===== src/rtl/id_ex_stage.sv =====
// id_ex_stage: ID/EX pipeline register with load-use bubble insertion, flush,
// registered forwarding selects and a saturating stall-cycle counter.
module id_ex_stage (
    input  logic        clk,
    input  logic        rst_n,
    input  logic        id_valid,
    input  logic [31:0] id_pc,
    input  logic [4:0]  id_rs,
    input  logic [4:0]  id_rt,
    input  logic [4:0]  id_rd,
    input  logic        id_uses_rt,
    input  logic [31:0] id_rs_data,
    input  logic [31:0] id_rt_data,
    input  logic [31:0] id_imm,
    input  logic        id_reg_write,
    input  logic        id_mem_read,
    input  logic        id_mem_write,
    input  logic        id_mem_to_reg,
    input  logic        id_alu_src,
    input  logic        id_reg_dst,
    input  logic [3:0]  id_alu_op,
    input  logic        flush,
    input  logic        mem_reg_write,
    input  logic [4:0]  mem_dest,
    output logic        stall,
    output logic        pc_write_en,
    output logic        ifid_write_en,
    output logic        ex_valid,
    output logic [31:0] ex_pc,
    output logic [31:0] ex_rs_data,
    output logic [31:0] ex_rt_data,
    output logic [31:0] ex_imm,
    output logic [4:0]  ex_rs,
    output logic [4:0]  ex_rt,
    output logic [4:0]  ex_dest,
    output logic        ex_reg_write,
    output logic        ex_mem_read,
    output logic        ex_mem_write,
    output logic        ex_mem_to_reg,
    output logic        ex_alu_src,
    output logic [3:0]  ex_alu_op,
    output logic [1:0]  ex_fwd_a,
    output logic [1:0]  ex_fwd_b,
    output logic [15:0] stall_count
);
    logic        valid_q, reg_write_q, mem_read_q, mem_write_q, mem_to_reg_q, alu_src_q;
    logic [31:0] pc_q, rs_data_q, rt_data_q, imm_q;
    logic [4:0]  rs_q, rt_q, dest_q;
    logic [3:0]  alu_op_q;
    logic [1:0]  fwd_a_q, fwd_b_q, fwd_a_d, fwd_b_d;
    logic [15:0] stall_count_q, stall_count_d;

    // Selects are computed from the producers ahead of this instruction at capture time.
    function automatic logic [1:0] fwd_sel(input logic [4:0] r);
        return (valid_q && reg_write_q && dest_q != 5'd0 && dest_q == r) ? 2'b10 :
               (mem_reg_write && mem_dest != 5'd0 && mem_dest == r)     ? 2'b01 : 2'b00;
    endfunction

    always_comb begin
        stall = id_valid & valid_q & mem_read_q & (dest_q != 5'd0) &
                ((dest_q == id_rs) | (id_uses_rt & (dest_q == id_rt))) & ~flush;
        pc_write_en   = ~stall;
        ifid_write_en = ~stall;
        fwd_a_d = fwd_sel(id_rs);
        fwd_b_d = fwd_sel(id_rt);
        stall_count_d = (stall && stall_count_q != 16'hFFFF) ? stall_count_q + 16'd1 : stall_count_q;
    end

    always_ff @(posedge clk or negedge rst_n) begin
        if (!rst_n) begin
            {valid_q, reg_write_q, mem_read_q, mem_write_q, mem_to_reg_q, alu_src_q} <= '0;
            {pc_q, rs_data_q, rt_data_q, imm_q} <= '0;
            {rs_q, rt_q, dest_q, alu_op_q, fwd_a_q, fwd_b_q} <= '0;
            stall_count_q <= '0;
        end else begin
            if (flush || stall) begin
                {valid_q, reg_write_q, mem_read_q, mem_write_q, mem_to_reg_q} <= '0;
            end else begin
                valid_q      <= id_valid;
                reg_write_q  <= id_reg_write;
                mem_read_q   <= id_mem_read;
                mem_write_q  <= id_mem_write;
                mem_to_reg_q <= id_mem_to_reg;
                alu_src_q    <= id_alu_src;
                pc_q         <= id_pc;
                rs_data_q    <= id_rs_data;
                rt_data_q    <= id_rt_data;
                imm_q        <= id_imm;
                rs_q         <= id_rs;
                rt_q         <= id_rt;
                dest_q       <= id_reg_dst ? id_rd : id_rt;
                alu_op_q     <= id_alu_op;
                fwd_a_q      <= fwd_a_d;
                fwd_b_q      <= fwd_b_d;
            end
            stall_count_q <= stall_count_d;
        end
    end

    assign ex_valid      = valid_q;
    assign ex_pc         = pc_q;
    assign ex_rs_data    = rs_data_q;
    assign ex_rt_data    = rt_data_q;
    assign ex_imm        = imm_q;
    assign ex_rs         = rs_q;
    assign ex_rt         = rt_q;
    assign ex_dest       = dest_q;
    assign ex_reg_write  = reg_write_q;
    assign ex_mem_read   = mem_read_q;
    assign ex_mem_write  = mem_write_q;
    assign ex_mem_to_reg = mem_to_reg_q;
    assign ex_alu_src    = alu_src_q;
    assign ex_alu_op     = alu_op_q;
    assign ex_fwd_a      = fwd_a_q;
    assign ex_fwd_b      = fwd_b_q;
    assign stall_count   = stall_count_q;
endmodule


===== config.mk =====
export PLATFORM = sky130hd
export DESIGN_NAME = id_ex_stage
export DESIGN_NICKNAME = d
export VERILOG_FILES = /design/src/rtl/id_ex_stage.sv
export SDC_FILE = /design/constraint.sdc
export NUM_CORES = 1
export LEC_CHECK = 0
export CAP_MARGIN = 5
export CORE_MARGIN = 2
export CORE_UTILIZATION = 44
export CTS_CLUSTER_DIAMETER = 200
export DETAILED_ROUTE_END_ITERATION = 8
export PLACE_DENSITY = 0.85
export SLEW_MARGIN = 20
export SYNTH_ARGS = -nofsm -noshare
export SYNTH_HDL_FRONTEND = slang
export SYNTH_SLANG_ARGS = --single-unit

===== constraint.sdc =====
create_clock -name clk -period 4.85 [get_ports clk]
set_input_delay 0.97 -clock clk [delete_from_list [all_inputs] [get_ports clk]]
set_output_delay 0.97 -clock clk [all_outputs]
set_load 0.03 [all_outputs]

==> flow_summary.yaml <==
global_routing:
  overflow: 0
  antenna_found_initial: 0
  grtUsageTotal_pct: 22.4
  grt_pass1_vias: 5641
  grt_pass1_wl_um: 30300
  grt_max_degree: 158
drt:
  routed_wl_um: 19300
  antenna_left: 0
  wl_per_cell_um: 18.7
  viasPerCell: 4.99
  drc_errors: 0
  dr.pass1.iters: 4
  vias: 5156
  drt_iter0_drc: 193
floorplanning:
  die-width_um: 131
  core.rowCount: 46
  die_h_um: 131
  boundaryPins: 340
  coreArea_um2: 15900
  start_util_pct: 45.0
  fp.dieArea_um2: 17300
synthesis:
  synth-xor-area-share_pct: 4.29
  synth_seq_area_share_pct: 60.6
  async_flop_share_pct: 100
  synth_compound_area_share_pct: 0.841
  synthMuxAreaShare_pct: 24.9
  ys_warn_count: 0
  syn_area_um2: 7140
  synth.distinct_cells: 36
  synth_enable_flop_cells: 0
  syn_avg_cell_area_um2: 15.4
  synth-simple-area-share_pct: 5.55
  syn_nets: 629
  synth_seq_cells: 173
  synth_top_family_by_area: "multiplexers"
  syn_inst: 464
  synth_fa_ha_area_share_pct: 0.175
  synthFlopType: "dfrtp_1"
timing:
  tns_ps: 0
  hold_viol_final: 0
  post-route-min-period_ps: 4100
  maxClockFrequency_mhz: 244
  skew_ps: 10.4
  rsz0062_at_grt: "false"
  slew-limit-headroom_pct: 34.7
  finalCritPeriodShare_pct: 84.6
  finalSetupViolations: 0
  final_max_slew_viol_count: 0
  tightest_slew_ps: 979
placement:
  gp_congestion: 0.816
  hpwl_um: 14400
  port_buffers: 339
min_path:
  hold_class: "reg -> reg"
clock_tree:
  clkLatencyLatePin_ps: 420
  cts_root_buf: "clkbuf_16"
  cts_tree: "built"
  max-clock-path-buffers: 2
  post_cts_resized: 0
  cts_sinks: 173
  htreeDepth: 4
  post_cts_buffers: 0
  cts_made_buffers: 17
  ctsHoldBuffers: 0
  clk_pin_slew_worst_paths_ps: 60
power_and_ir_drop:
  powerDensity_nw_per_um2: 347
  ir_worst_vdd_mv: 0.219
  total_power_mw: 3.88
  p_leak_nw: 4.55
  swShare_pct: 28.8
  comb_power_share_pct: 23.8
  power_frac_seq_pct: 42.5
  p_switching_mw: 1.12
  clockPowerShare_pct: 33.6
  p_int_mw: 2.76
critical_path:
  worstSetupPathType: "in -> out"
  startpoint_type: "primary input"
  slowest_stage: "clkdlybuf4s50_1"
  worst_path_most_repeated_cell: "clkdlybuf4s50_1"
  max_stage_delay_ps: 670
  critPathArrivalTime_ps: 3130
  critical_path.cell_chain: "clkdlybuf4s50_1 > xor2_1 > nor3_1 > a32o_1 > nand2_1 > inv_1 > clkdlybuf4s50_1"
  critPathCaptureType: "output pin"
  cp.required_ps: 3880
  crit_fanout: 4
cells_and_area:
  final_nets: 970
  drive_gt1_share_pct: 21.4
  syn_to_final_growth_pct: 56.6
  fillCellCount: 1119
  n_antenna_cell: 0
status:
  status: "finished clean"
job:
  maxCapViolCount: 0
==> synthesized netlist by cell type (3+ instances only) <==
master	count	area, µm²
inv_1	3	11.3
nor4_1	3	18.8
dfrtp_1	173	4330
buf_8	9	135
mux2_2	134	1510
nand3_1	9	45.0
nor3_1	5	25.0
nand4b_1	4	35.0
xor2_1	13	114
and3_1	4	25.0
nand4_1	7	43.8
nand2_1	10	37.5
mux2_1	22	248
buf_6	5	56.3
buf_4	4	30.0
xnor2_1	22	193
and2_1	5	31.3
nor2_1	7	26.3
==> critical path, delay by kind of cell <==
kind            cells  cell delay (ps)
buf+inv             3             1260
simple gates        2              420
compound gates      1              270
xor+xnor            1              210
==> cell families after synthesis <==
group                      Yosys count
adders and majority gates            1
xor gates and xnor gates            35
DFF                                173
and+or+nand+nor                     66
buffers and inverters               24
muxes                              158
AOI/OAI and AO/OA                    7
==> cells in the final DEF, fill, tap and decap left out, types with 9 or more instances in the layout <==
| master | count |
|---|---|
| dfrtp_1 | 173 |
| nand2_1 | 10 |
| xnor2_1 | 22 |
| clkdlybuf4s50_1 | 338 |
| clkbuf_16 | 17 |
| mux2_2 | 134 |
| nand3_1 | 9 |
| xor2_1 | 13 |
| mux2_1 | 22 |
==> metrics by stage <==
step / util [%] / worst slack, ps / std cells / hold WS, ps / cell area (µm²)
after CTS: 70.4 / 735 / 1034 / 493 / 11200
final: 70.4 / 747 / 1034 / 487 / 11200
after floorplan: - / 1340 / 464 / 654 / 7140
after global placement: 66.7 / 813 / 1002 / 469 / 10600
after global routing: 70.4 / 678 / 1034 / 507 / 11200
after detailed placement: 66.7 / 767 / 1002 / 479 / 10600
==> metal layers <==
metal  GRT usage [%]  vias to the layer above  part of all wire, %
met3            6.44                       51                  7.0
met2            39.4                      257                   52
met4            10.7                        0                  3.8
met1            25.0                     2517                   37
met5               0                        -                    0
li1                -                     2331                    -
==> worst paths after layout <==
kind,start,endpoint,slack (ps),cells past startpoint
worst max-delay path,id_rt[2],stall,750,7
worst min-delay path,ex_rs_data[5],ex_rs_data[5],490,1
worst max register to register,ex_dest[4],ex_rs_data[14],2040,7
worst min register to register,ex_rs_data[5],ex_rs_data[5],490,1
max in group asynchronous,rst_n,ex_rs_data[7],3210,2
min in group asynchronous,rst_n,ex_imm[0],660,1
==> power groups by stage <==
stage                     combinational (mW)  clock [mW]  sequential (mW)
final                                  0.924        1.30             1.65
after global routing                   0.966        1.40             1.67
after CTS                              0.933        1.34             1.65
after detailed placement               0.928           0             1.68
after global placement                 0.913           0             1.67
after floorplan                        0.200           0             1.93
==> layout make-up <==
class                   instances  area, µm²  area share (%)
flip-flops and latches        173       4330            38.7
inverters                       3       11.3           0.101
clock inverters                14        139            1.24
clock buffers                  18        439            3.93
repair buffers                343       3440            30.8
multi-input cells             267       2550            22.8
well taps                     216        270            2.42
Power figures use the tool's default switching activity.
